$ cat src/rtl/pipeline_hazard_ctrl.sv
// Hazard/stall controller for the 5-stage pipeline: stall chain, ID interlocks,
// long-op register scoreboard and fetch redirect. Optional macro: HAZARD_DELAY_SLOT_EN.
module pipeline_hazard_ctrl #(
  parameter int ADDR_WIDTH     = 32,
  parameter int REG_ADDR_WIDTH = 5,
  parameter int NUM_SRC        = 2,
  parameter int MAX_LONG       = 4
) (
  input  logic                              i_clk,
  input  logic                              i_rst,
  input  logic                              i_run,
  input  logic                              i_fetch_done,
  input  logic [NUM_SRC-1:0]                i_dec_src_valid,
  input  logic [NUM_SRC*REG_ADDR_WIDTH-1:0] i_dec_src_addr,
  input  logic                              i_dec_reg_wb,
  input  logic [REG_ADDR_WIDTH-1:0]         i_dec_dst,
  input  logic                              i_dec_long,
  input  logic                              i_exec_reg_wb,
  input  logic [REG_ADDR_WIDTH-1:0]         i_exec_dst,
  input  logic                              i_exec_mem_read,
  input  logic                              i_exec_branch,
  input  logic [ADDR_WIDTH-1:0]             i_exec_branch_target,
  input  logic                              i_long_done,
  input  logic [REG_ADDR_WIDTH-1:0]         i_long_dst,
  input  logic                              i_mem_done,
  output logic                              o_fetch_stall,
  output logic                              o_decode_stall,
  output logic                              o_exec_stall,
  output logic                              o_mem_stall,
  output logic                              o_wb_stall,
  output logic                              o_fetch_flush,
  output logic                              o_decode_flush,
  output logic                              o_exec_flush,
  output logic                              o_mem_flush,
  output logic                              o_wb_flush,
  output logic                              o_fetch_redirect,
  output logic [ADDR_WIDTH-1:0]             o_fetch_redirect_target,
  output logic                              o_sb_full
);

  localparam int NUM_REGS = 1 << REG_ADDR_WIDTH;
  localparam int CNT_W    = $clog2(MAX_LONG + 1);

  typedef logic [CNT_W-1:0] cnt_t;

  logic [NUM_REGS-1:0]       r_busy;
  cnt_t                      r_long_cnt;
  logic                      r_redir_pend;
  logic [ADDR_WIDTH-1:0]     r_redir_addr;

  logic                      w_active;
  logic                      w_exec_load;
  logic [REG_ADDR_WIDTH-1:0] w_src;
  logic                      w_load_use;
  logic                      w_raw;
  logic                      w_waw;
  logic                      w_full;
  logic                      w_cap;
  logic                      w_hz;
  logic                      w_mem_stall;
  logic                      w_exec_stall;
  logic                      w_decode_stall;
  logic                      w_fetch_stall;
  logic                      w_redirect;
  logic [ADDR_WIDTH-1:0]     w_target;
  logic                      w_branch_bubble;
  logic                      w_issue;
  logic                      w_retire;
  logic [NUM_REGS-1:0]       w_busy_nxt;
  cnt_t                      w_cnt_nxt;

  assign w_active    = i_run & ~i_rst;
  assign w_exec_load = i_exec_mem_read & i_exec_reg_wb;

  // Source operand checks against the load in EX and the scoreboard
  always_comb begin
    w_src      = '0;
    w_load_use = 1'b0;
    w_raw      = 1'b0;
    for (int i = 0; i < NUM_SRC; i++) begin
      w_src = i_dec_src_addr[i*REG_ADDR_WIDTH +: REG_ADDR_WIDTH];
      if (i_dec_src_valid[i]) begin
        if (w_exec_load && (w_src == i_exec_dst) && (w_src != '0)) w_load_use = 1'b1;
        if (r_busy[w_src]) w_raw = 1'b1;
      end
    end
  end

  assign w_waw  = i_dec_reg_wb & r_busy[i_dec_dst];
  assign w_full = (r_long_cnt == cnt_t'(MAX_LONG));
  assign w_cap  = i_dec_long & w_full;
  assign w_hz   = w_load_use | w_raw | w_waw | w_cap;

  assign w_mem_stall    = ~i_mem_done;
  assign w_exec_stall   = w_mem_stall;
  assign w_decode_stall = w_exec_stall | w_hz;
  assign w_fetch_stall  = w_decode_stall | ~i_fetch_done;

  assign w_redirect = i_exec_branch | r_redir_pend;
  assign w_target   = i_exec_branch ? i_exec_branch_target : r_redir_addr;

`ifdef HAZARD_DELAY_SLOT_EN
  // The instruction in ID is the branch delay slot and must survive
  assign w_branch_bubble = 1'b0;
`else
  assign w_branch_bubble = i_exec_branch;
`endif

  always_comb begin
    o_fetch_stall           = 1'b1;
    o_decode_stall          = 1'b1;
    o_exec_stall            = 1'b1;
    o_mem_stall             = 1'b1;
    o_wb_stall              = 1'b1;
    o_fetch_flush           = 1'b1;
    o_decode_flush          = 1'b1;
    o_exec_flush            = 1'b1;
    o_mem_flush             = 1'b1;
    o_wb_flush              = 1'b1;
    o_fetch_redirect        = 1'b0;
    o_fetch_redirect_target = w_target;
    o_sb_full               = w_full;
    if (w_active) begin
      o_wb_stall       = 1'b0;
      o_mem_stall      = w_mem_stall;
      o_exec_stall     = w_exec_stall;
      o_decode_stall   = w_decode_stall;
      o_fetch_stall    = w_fetch_stall;
      o_wb_flush       = 1'b0;
      o_mem_flush      = ~i_mem_done;
      o_exec_flush     = 1'b0;
      o_decode_flush   = (w_hz & ~w_exec_stall) | w_branch_bubble;
      o_fetch_flush    = w_redirect | ~i_fetch_done;
      o_fetch_redirect = w_redirect;
    end
  end

  // Scoreboard next state: retire clears first so a same-register issue wins
  assign w_issue  = w_active & i_dec_long & i_dec_reg_wb & (i_dec_dst != '0) & ~w_decode_stall;
  assign w_retire = w_active & i_long_done & r_busy[i_long_dst];

  always_comb begin
    w_busy_nxt = r_busy;
    if (w_retire) w_busy_nxt[i_long_dst] = 1'b0;
    if (w_issue)  w_busy_nxt[i_dec_dst]  = 1'b1;
    w_cnt_nxt = r_long_cnt;
    if (w_issue && !w_retire)      w_cnt_nxt = r_long_cnt + cnt_t'(1);
    else if (!w_issue && w_retire) w_cnt_nxt = r_long_cnt - cnt_t'(1);
  end

  always_ff @(posedge i_clk) begin
    if (i_rst) begin
      r_busy       <= '0;
      r_long_cnt   <= '0;
      r_redir_pend <= 1'b0;
      r_redir_addr <= '0;
    end else if (w_active) begin
      r_busy     <= w_busy_nxt;
      r_long_cnt <= w_cnt_nxt;
      // Hold a redirect the fetch stage cannot accept yet
      if (i_exec_branch && w_fetch_stall) begin
        r_redir_pend <= 1'b1;
        r_redir_addr <= i_exec_branch_target;
      end else if (!w_fetch_stall) begin
        r_redir_pend <= 1'b0;
      end
    end
  end

endmodule
$ cat config.mk
export PLATFORM = sky130hd
export DESIGN_NAME = pipeline_hazard_ctrl
export DESIGN_NICKNAME = d
export VERILOG_FILES = /design/src/rtl/pipeline_hazard_ctrl.sv
export SDC_FILE = /design/constraint.sdc
export NUM_CORES = 1
export LEC_CHECK = 0
export ABC_AREA = 0
export ABC_CLOCK_PERIOD_IN_PS = 3950
export CAP_MARGIN = 0
export CORE_ASPECT_RATIO = 1.25
export CORE_MARGIN = 2
export CORE_UTILIZATION = 45
export CTS_CLUSTER_SIZE = 28
export DETAILED_ROUTE_END_ITERATION = 8
export PLACE_DENSITY = 0.82
export SLEW_MARGIN = 20
export SYNTH_ARGS = -nofsm -noshare
export SYNTH_HDL_FRONTEND = slang
export SYNTH_SLANG_ARGS = --single-unit
$ cat constraint.sdc
create_clock -name i_clk -period 3.95 [get_ports i_clk]
set_clock_uncertainty 0.1 [all_clocks]
set_input_delay 0.5925 -clock i_clk [delete_from_list [all_inputs] [get_ports i_clk]]
set_output_delay 0.5925 -clock i_clk [all_outputs]
set_load 0.02 [all_outputs]
==> results_dict.tcl <==
set metrics [dict create \
    yosys.area.top_type "dfxtp_1" \
    ff_latch_area_um2 1360 \
    grt_antenna_before_repair 0 \
    cts_buffers 9 \
    grt_pass1_wl_um 23400 \
    dr.pass1.iters 6 \
    globalRouteTotalUtil_pct 26.7 \
    syn_nets 547 \
    status "finished clean" \
    place_hpwl_um 10800 \
    row_count 41 \
    setup.worst_path.class "in -> out" \
    place_area_um2 6060 \
    finalHoldWorstSlack_ps 421 \
    ys.flop_type "dfxtp_1" \
    clock-sinks 68 \
    gp_congestion 0.967 \
    netlist_area_um2 4690 \
    syn2layout_area_growth_pct 37.6 \
    p_comb_share_pct 19.2 \
    end_kind "output pin" \
    hold_violations 0 \
    avgRoutedWirePerCell_um 20.1 \
    power_density_nw_per_um2 328 \
    drv_slew 0 \
    maxCapViolCount 0 \
    clk_pin_slew_ps 60 \
    netSwitchingFraction_pct 24.2 \
    crit_arrival_ps 3140 \
    worstPathRequired_ps 3260 \
    ir_drop_v 0.000244 \
    p_int_mw 1.61 \
    grt_overflow_total 0 \
    setup_viol 0 \
    post-route-period-util_pct 97.1 \
    yosys_warnings 0 \
    dieArea_um2 11300 \
    tightest_slew_ps 546 \
    async_reset_ff_share_pct 0 \
    cts_root_buf "clkbuf_16" \
    fmax_ghz 0.261 \
    coreArea_um2 10100 \
    synth_area_per_cell_um2 9.88 \
    final_antenna_net_count 0 \
    die_w_um 95.4 \
    power.leakage_nw 2.42 \
    final_nets 664 \
    hp-class "reg -> reg" \
    period_needed_ps 3830 \
    vias 4507 \
    multi_input_area_um2 3090 \
    worstSetupStartpointType "primary input" \
    wl_um 14600 \
    viasPerCell 6.21 \
    grt_pass1_vias 4734 \
    initialDrtViolationCount 322 \
    fill_cells 795 \
    synthCells 475 \
    drc 0 \
    final_cell_area_um2 6460 \
    portBuffers 113 \
    cts_hold_buf 0 \
    yosysSeqAreaShare_pct 29.0 \
    relSlewSlack_pct 63.5 \
    start_util_pct 46.5 \
    clock_latency_ps 330 \
    grt_max_degree 38 \
    p_sw_mw 0.512 \
    synth-seq-cells 68 \
    io_pins 114 \
    drive_above_1_share_pct 20.1 \
    ys_types 57 \
    cp_max_fo 16 \
    yosys-top-cells-area "dfxtp_1 29%, mux4_2 11%, mux2_2 8.6%, mux2_1 7.2%, mux2i_1 5.1%" \
    p_seq_share_pct 33.7 \
    n_antenna_cell 0 \
    clock_path_buffers 2 \
    clockPowerShare_pct 47.1 \
    die_h_um 118 \
    synth_top_area_share_pct 29.0 \
    synth_edf_count 0 \
    htree_levels 3 \
    cts_tree "built" \
]
## path summary, 6_finish.rpt
check | end | depth (start not counted) | from | slack (ps)
min | r_long_cnt[2] | 2 | r_long_cnt[2] | 420
max | o_fetch_stall | 12 | i_dec_dst[0] | 120
max reg2reg | r_long_cnt[2] | 14 | r_busy[7] | 790
min reg2reg | r_long_cnt[2] | 2 | r_long_cnt[2] | 420
## cells in the mapped netlist (2+ instances only)
library cell	n
nor3_1	5
nand2_1	21
and3b_1	3
mux2_2	36
nor2b_1	36
o22ai_1	2
nor4_1	4
o41ai_1	3
nor3b_1	8
o311ai_0	3
nand3_1	17
a311oi_1	3
a22oi_1	4
o211ai_1	22
buf_4	6
mux2_1	30
a211oi_1	2
xor2_1	3
buf_1	7
mux2i_1	24
clkbuf_1	17
inv_1	13
dfxtp_1	68
o21ai_0	3
nand3b_1	10
nand4_1	2
nor2_1	16
o31ai_1	31
mux4_2	22
buf_6	3
nand2b_1	5
or3_1	3
buf_2	10
nor4bb_1	2
and3_1	2
xnor2_1	6
a21oi_1	3
## cells in the final DEF, fill, tap and decap left out, types with 4 or more instances in the layout
cell	synthesis	layout
clkdlybuf4s50_1	0	110
dfxtp_1	68	68
nor2b_1	36	36
mux2_2	36	36
buf_4	6	34
o31ai_1	31	31
mux2_1	30	30
mux2i_1	24	24
mux4_2	22	22
o211ai_1	22	22
nand2_1	21	21
nand3_1	17	17
nor2_1	16	16
inv_1	13	13
nand3b_1	10	10
clkbuf_16	0	9
nor3b_1	8	8
xnor2_1	6	6
nor3_1	5	5
nand2b_1	5	5
a22oi_1	4	4
nor4_1	4	4
bufinv_16	0	4
## layer usage
layer,wire (um),track usage (%),vias to the layer above
li1,-,-,2047
met1,5140,29.2,2161
met2,7570,46.2,236
met3,1120,5.10,63
met4,788,16.9,0
met5,0,0,-
## power groups by stage
| stage | Clock [mW] | Combinational, mW | Sequential, mW |
|---|---|---|---|
| 2_1_floorplan | 0 | 0.211 | 0.726 |
| 3_3_place_gp | 0 | 0.392 | 0.728 |
| 5_1_grt | 1.04 | 0.431 | 0.717 |
| 6_report | 0.998 | 0.406 | 0.715 |
| 3_5_place_dp | 0 | 0.399 | 0.729 |
| 4_1_cts | 1.01 | 0.402 | 0.715 |
## kinds of logic after synthesis
logic type / share of synthesized area, %
XOR/XNOR: 1.68
buffers and inverters: 5.78
flip-flops: 29.0
multiplexers: 31.5
AO/OA/AOI/OAI: 14.2
adder cells (fa/ha/maj): 0.693
AND/OR/NAND/NOR: 17.1
## cell type report
cell class	count	share of cell area, %
Clock buffer	9	3.49
Sequential cell	68	21.1
Multi-Input combinational cell	350	47.9
Clock inverter	7	2.27
Inverter	14	0.814
Timing Repair Buffer	149	22.0
Tap cell	129	2.50
## per-stage QoR
stage                     total power, mW  cells  setup WS [ps]  utilization (%)  TNS (ps)
after CTS                            2.13    726           37.9             63.6         0
after global placement               1.12    710           -167             60.0      -499
final                                2.12    726            116             63.9         0
after detailed placement             1.13    710           -213             60.0      -537
after global routing                 2.19    726          -35.2             63.9     -35.2
after floorplan                     0.937    475            510                -         0
## critical path: stages
cell             delay [ps]
clkdlybuf4s50_1         500
buf_12                  170
buf_4                   140
mux2i_1                 190
o22ai_1                 110
a211oi_1                270
o221ai_1                250
a21oi_1                 210
buf_4                   140
and2_4                  150
nand3_1                  70
dlygate4sd2_1           330
## repair_timing
item	4_1_cts	5_1_grt
pin swaps	0	1
buffers inserted	0	0
cloned	0	0
resized for setup	4	8
setup endpoints to repair	3	3
## flip-flops by register name, summed over array words and instances (netlist names)
register and flops:
r_busy 32, r_long_cnt 3, r_redir_addr 32, r_redir_pend 1
Note: power is estimated with default switching activity, not from simulation.
==> edit 1, RTL diff (config.mk and constraints unchanged) <==
Make the reset (`i_rst`) asynchronous in one clocked block.
--- a/src/rtl/pipeline_hazard_ctrl.sv
+++ b/src/rtl/pipeline_hazard_ctrl.sv
@@ -148,7 +148,7 @@
     else if (!w_issue && w_retire) w_cnt_nxt = r_long_cnt - cnt_t'(1);
   end
 
-  always_ff @(posedge i_clk) begin
+  always_ff @(posedge i_clk or posedge i_rst) begin
     if (i_rst) begin
       r_busy       <= '0;
       r_long_cnt   <= '0;
Function: differs if i_rst is asserted again (counterexample within 4 cycles, from zero or initial values and one cycle with i_rst high); with i_rst held inactive, the same outputs for 4 cycles.
==> edit 1 against the original RTL <==
Setup slack gained 0.047 ns; worst hold slack lost 0.060 ns; cell count shrank 7.9%; power grew 10%; area after synthesis shrank 1.1%; sequential cell count is the same; register-to-register slack lost 0.48 ns; wire length shrank 5.0%; final area shrank 0.62%; largest cell class unchanged; highest routed layer unchanged.
==> edit 1: results (changes against the original RTL) <==
Critical path:
- In this run the critical register-to-register path is launched from r_busy[11]$_DFFE_PP0P_.
- The number of cells traversed by the worst register-to-register path is 13 (-1).
- The worst setup slack for register-to-register paths is 0.31 ns (-0.48 ns).

Route:
- The routed length on met1 is 4750 µm (-7.4%).
- The count of TritonRoute iterations in the first routing pass came to 5 (-1).
- The number of vias per cell came to 6.24 (+0.53%).

Global routing:
- The largest net degree at the start of global routing was 37 (-2.6%).
- The via count of the first global-routing pass was 4447 (-6.1%).
- The global-route wire length before repair was 22400 µm (-4.1%).
- The global routing usage summed across all routing layers is 0.261 (-0.00610).

Logic synthesis:
- For this run, the leading register cell type out of synthesis is sky130_fd_sc_hd__dfrtp_1.
- The synthesized-area fraction occupied by ao, oa, aoi and oai cells is 0.136 (-0.00571).
- By count the netlist is led by sky130_fd_sc_hd__mux2_2 (71), sky130_fd_sc_hd__dfrtp_1 (68), sky130_fd_sc_hd__o21ai_0 (32).
- The post-synthesis cell type count is 51 (-11%).
- By area the synthesized netlist is led by sky130_fd_sc_hd__dfrtp_1 (37%), sky130_fd_sc_hd__mux2_2 (17%), sky130_fd_sc_hd__mux4_2 (12%).
- The async set-reset flop share out of synthesis is 1.00 (+1.00).
- The synthesized net count is 480 (-12%).

Placement:
- The post-placement cell count is 650 (-8.5%).
- The half-perimeter wire length after placement is 10400 µm (-3.6%).
- The minimum setup slack after placement is -0.317 ns (-0.104 ns).

Timing:
- The transition time of the tightest slew-check pin is 0.632 ns (+0.0863 ns).

Finish:
- The filler cell count in the final layout is 768 (-3.4%).

Min path:
- The worst hold path endpoint is r_long_cnt[2]$_DFFE_PP0P_.
- The worst hold path stage count came to 1 (-1).

Pwr:
- The total power density per cell area is 364 nW/µm² (+11%).

Outcome:
- The flow ran to the end, and the final reports show no timing, DRC or antenna violations.
[edit 1: cell count changes in the layout (fill, tap and decap cells not counted), moves of 27 or more]
| cell | delta |
|---|---|
| sky130_fd_sc_hd__dfrtp_1 | +68 |
| sky130_fd_sc_hd__o21ai_0 | +29 |
| sky130_fd_sc_hd__mux2_2 | +35 |
| sky130_fd_sc_hd__dfxtp_1 | -68 |
| sky130_fd_sc_hd__mux2_1 | -30 |
| sky130_fd_sc_hd__nor2b_1 | -27 |
[edit 1: area by class of cell]
| type | instances | share of cell area |
|---|---|---|
| inverters | 10 | 0.00585 |
| clock inverters | 5 | 0.00916 |
| repair buffers | 152 | 0.228 |
| clock buffers | 11 | 0.0394 |
| well taps | 129 | 0.0252 |
| multi-input cells | 294 | 0.427 |
| flip-flops and latches | 68 | 0.265 |
[edit 1: routing by layer]
layer	track usage	up-vias
li1	-	1824
met1	0.302	2032
met2	0.445	259
met3	0.0506	60
met4	0.145	0
met5	0	-
==> edit 2, RTL diff (same flow settings) <==
Without the edit above. `MAX_LONG`: 4 -> 8.
--- a/src/rtl/pipeline_hazard_ctrl.sv
+++ b/src/rtl/pipeline_hazard_ctrl.sv
@@ -4,7 +4,7 @@
   parameter int ADDR_WIDTH     = 32,
   parameter int REG_ADDR_WIDTH = 5,
   parameter int NUM_SRC        = 2,
-  parameter int MAX_LONG       = 4
+  parameter int MAX_LONG       = 8
 ) (
   input  logic                              i_clk,
   input  logic                              i_rst,
Check against the original RTL: not equivalent (Yosys sat finds a counterexample within 10 cycles, from zero or initial values and one cycle with i_rst high).
==> edit 2 against the original RTL <==
Count of clock-buffer cells in the layout up 1; power is 7.9% lower; sequential cell count up 1; wire length grew 8.1%; sequential share of layout area decreased by 0.51 points; cell count up 6.2%; utilization decreased by 0.95 points; setup slack got worse by 0.054 ns; final area rose by 4.0%; area after synthesis increased by 5.8%; maximum frequency shrank 1.4%; die area is 5.6% higher; largest cell class unchanged.
==> edit 2: results (changes against the original RTL) <==
Outcome:
- The flow ran to the end, and the final reports show no timing, DRC or antenna violations.

Placement:
- The half-perimeter wire length after placement is 11400 µm (+6.2%).
- The total placed instance area is 6410 µm² (+5.8%).
- The minimum setup slack after placement is -0.507 ns (-0.294 ns).

Route:
- The count of TritonRoute iterations in the first routing pass is 7 (+1).
- The count of vias placed by the detailed router came to 4710 (+4.5%).
- The number of DRC markers after the initial detailed-route iteration is 391 (+21%).

Critical path:
- On the critical path, the stage with the largest delay is an instance of sky130_fd_sc_hd__mux4_2.
- The reg-to-reg critical path endpoint is r_long_cnt[3]$_SDFFE_PP0P_.
- The number of cells traversed by the worst register-to-register path is 15 (+1).
- The worst setup slack for register-to-register paths is 0.51 ns (-0.28 ns).
- The reg-to-reg startpoint is r_busy[13]$_SDFFE_PP0P_.
- The highest fanout seen on the critical path is 6 (-10).
- The data arrival time of the critical path was 3.20 ns (+0.06 ns).

Global routing:
- The largest net degree at the start of global routing was 72 (+89%).
- The via count of the first global-routing pass came to 4633 (-2.1%).
- The global-route wire length before repair is 24400 µm (+4.4%).
- The global routing usage summed across all routing layers is 0.260 (-0.00678).

Min path:
- The worst hold path endpoint is r_long_cnt[3]$_SDFFE_PP0P_.
- The worst hold path begins at r_long_cnt[3]$_SDFFE_PP0P_.

Logic synthesis:
- Ranked by total cell area, the synthesized netlist is headed by sky130_fd_sc_hd__dfxtp_1 (28%), sky130_fd_sc_hd__mux2_4 (9.1%), sky130_fd_sc_hd__nor2b_1 (8.9%).
- The post-synthesis sequential area ratio is 0.278 (-0.0118).
- After synthesis, the most frequently instantiated cells are sky130_fd_sc_hd__nor2b_1 (71), sky130_fd_sc_hd__dfxtp_1 (69), sky130_fd_sc_hd__o21ai_0 (66).
- The post-synthesis cell type count is 58 (+1.8%).

Timing:
- The transition time of the tightest slew-check pin is 0.760 ns (+0.214 ns).
- The final critical delay including setup and external delays is 3.89 ns (+0.0541 ns).

Finish:
- The largest registers in the layout are r_busy (32), r_redir_addr (32), r_long_cnt (4).
- The net count of the finished layout is 710 (+6.9%).
- The share of cells above drive strength 1 was 0.249 (+0.0478).

Pwr:
- The maximum vdd drop is 0.188 mV (-23%).
- The net switching share of the total power was 0.258 (+0.0166).
- The leakage dissipation is 2.61 nW (+7.6%).

Clocking:
- The count of H-tree levels built during CTS is 3 (unchanged).
- The clock latency reported for the late side of the worst-skew pair came to 0.33 ns (about the same).
==> edit 2: how the worst max path moves through the flow <==
stage	start	to	depth (start not counted)
2_1_floorplan	i_dec_src_addr[0]	r_long_cnt[3]$_SDFFE_PP0P_	16
3_3_place_gp	i_dec_src_addr[5]	o_decode_flush	9
3_5_place_dp	i_dec_src_addr[5]	o_decode_flush	9
4_1_cts	i_dec_src_addr[0]	o_decode_stall	10
5_1_grt	i_dec_src_addr[0]	r_long_cnt[3]$_SDFFE_PP0P_	17
6_report	i_dec_src_addr[0]	o_decode_flush	10
==> edit 2: layout make-up <==
class | count | area (µm²)
Clock buffer | 10 | 239
Sequential cell | 69 | 1380
Fill cell | 817 | 3950
Multi-Input combinational cell | 392 | 3370
Clock inverter | 4 | 50.0
Inverter | 7 | 26.3
Tap cell | 132 | 165
Timing Repair Buffer | 157 | 1480
==> edit 2: worst reg2reg max path: cells and delay by family, from the launching register on <==
kind	cells	cell delay [ns]
AND/OR/NAND/NOR	6	1.01
AO/OA/AOI/OAI	3	0.60
multiplexers	1	0.49
adder cells (fa/ha/maj)	2	0.43
flip-flops	1	0.36
XOR/XNOR	2	0.26
buffers and inverters	1	0.05
==> edit 2: logic make-up (layout without fill, tap and decap cells) <==
group,Yosys count,count (layout),share of synthesized area
and+or+nand+nor,167,167,0.198
muxes,111,111,0.316
AOI/OAI and AO/OA,98,98,0.126
DFF,69,69,0.278
buffers and inverters,44,178,0.0481
xor gates and xnor gates,12,12,0.0212
adders and majority gates,4,4,0.0116
==> edit 2: stage by stage <==
step	hold WS (ns)	util	std cells
2_1_floorplan	0.371	-	505
3_3_place_gp	0.396	0.601	757
3_5_place_dp	0.417	0.601	757
4_1_cts	0.425	0.628	771
5_1_grt	0.463	0.629	771
6_report	0.427	0.629	771
==> edit 2: power groups by stage <==
stage / combinational, mW / sequential (mW) / clock [mW]
after floorplan: 0.228 / 0.737 / 0
after global placement: 0.413 / 0.738 / 0
after detailed placement: 0.419 / 0.740 / 0
after CTS: 0.424 / 0.726 / 0.802
after global routing: 0.449 / 0.728 / 0.831
final: 0.426 / 0.726 / 0.799
==> edit 2: repair_timing <==
action,4_1_cts,5_1_grt
pin swaps,0,4
hold endpoints to repair,0,0
resized for setup,14,6
gates cloned,0,0
setup endpoints to repair,6,4
==> edit 2: per-layer routing <==
layer | global-route usage | part of all wire
met2 | 0.433 | 0.48
met1 | 0.318 | 0.39
met4 | 0.114 | 0.035
met5 | 0 | 0
met3 | 0.0674 | 0.092
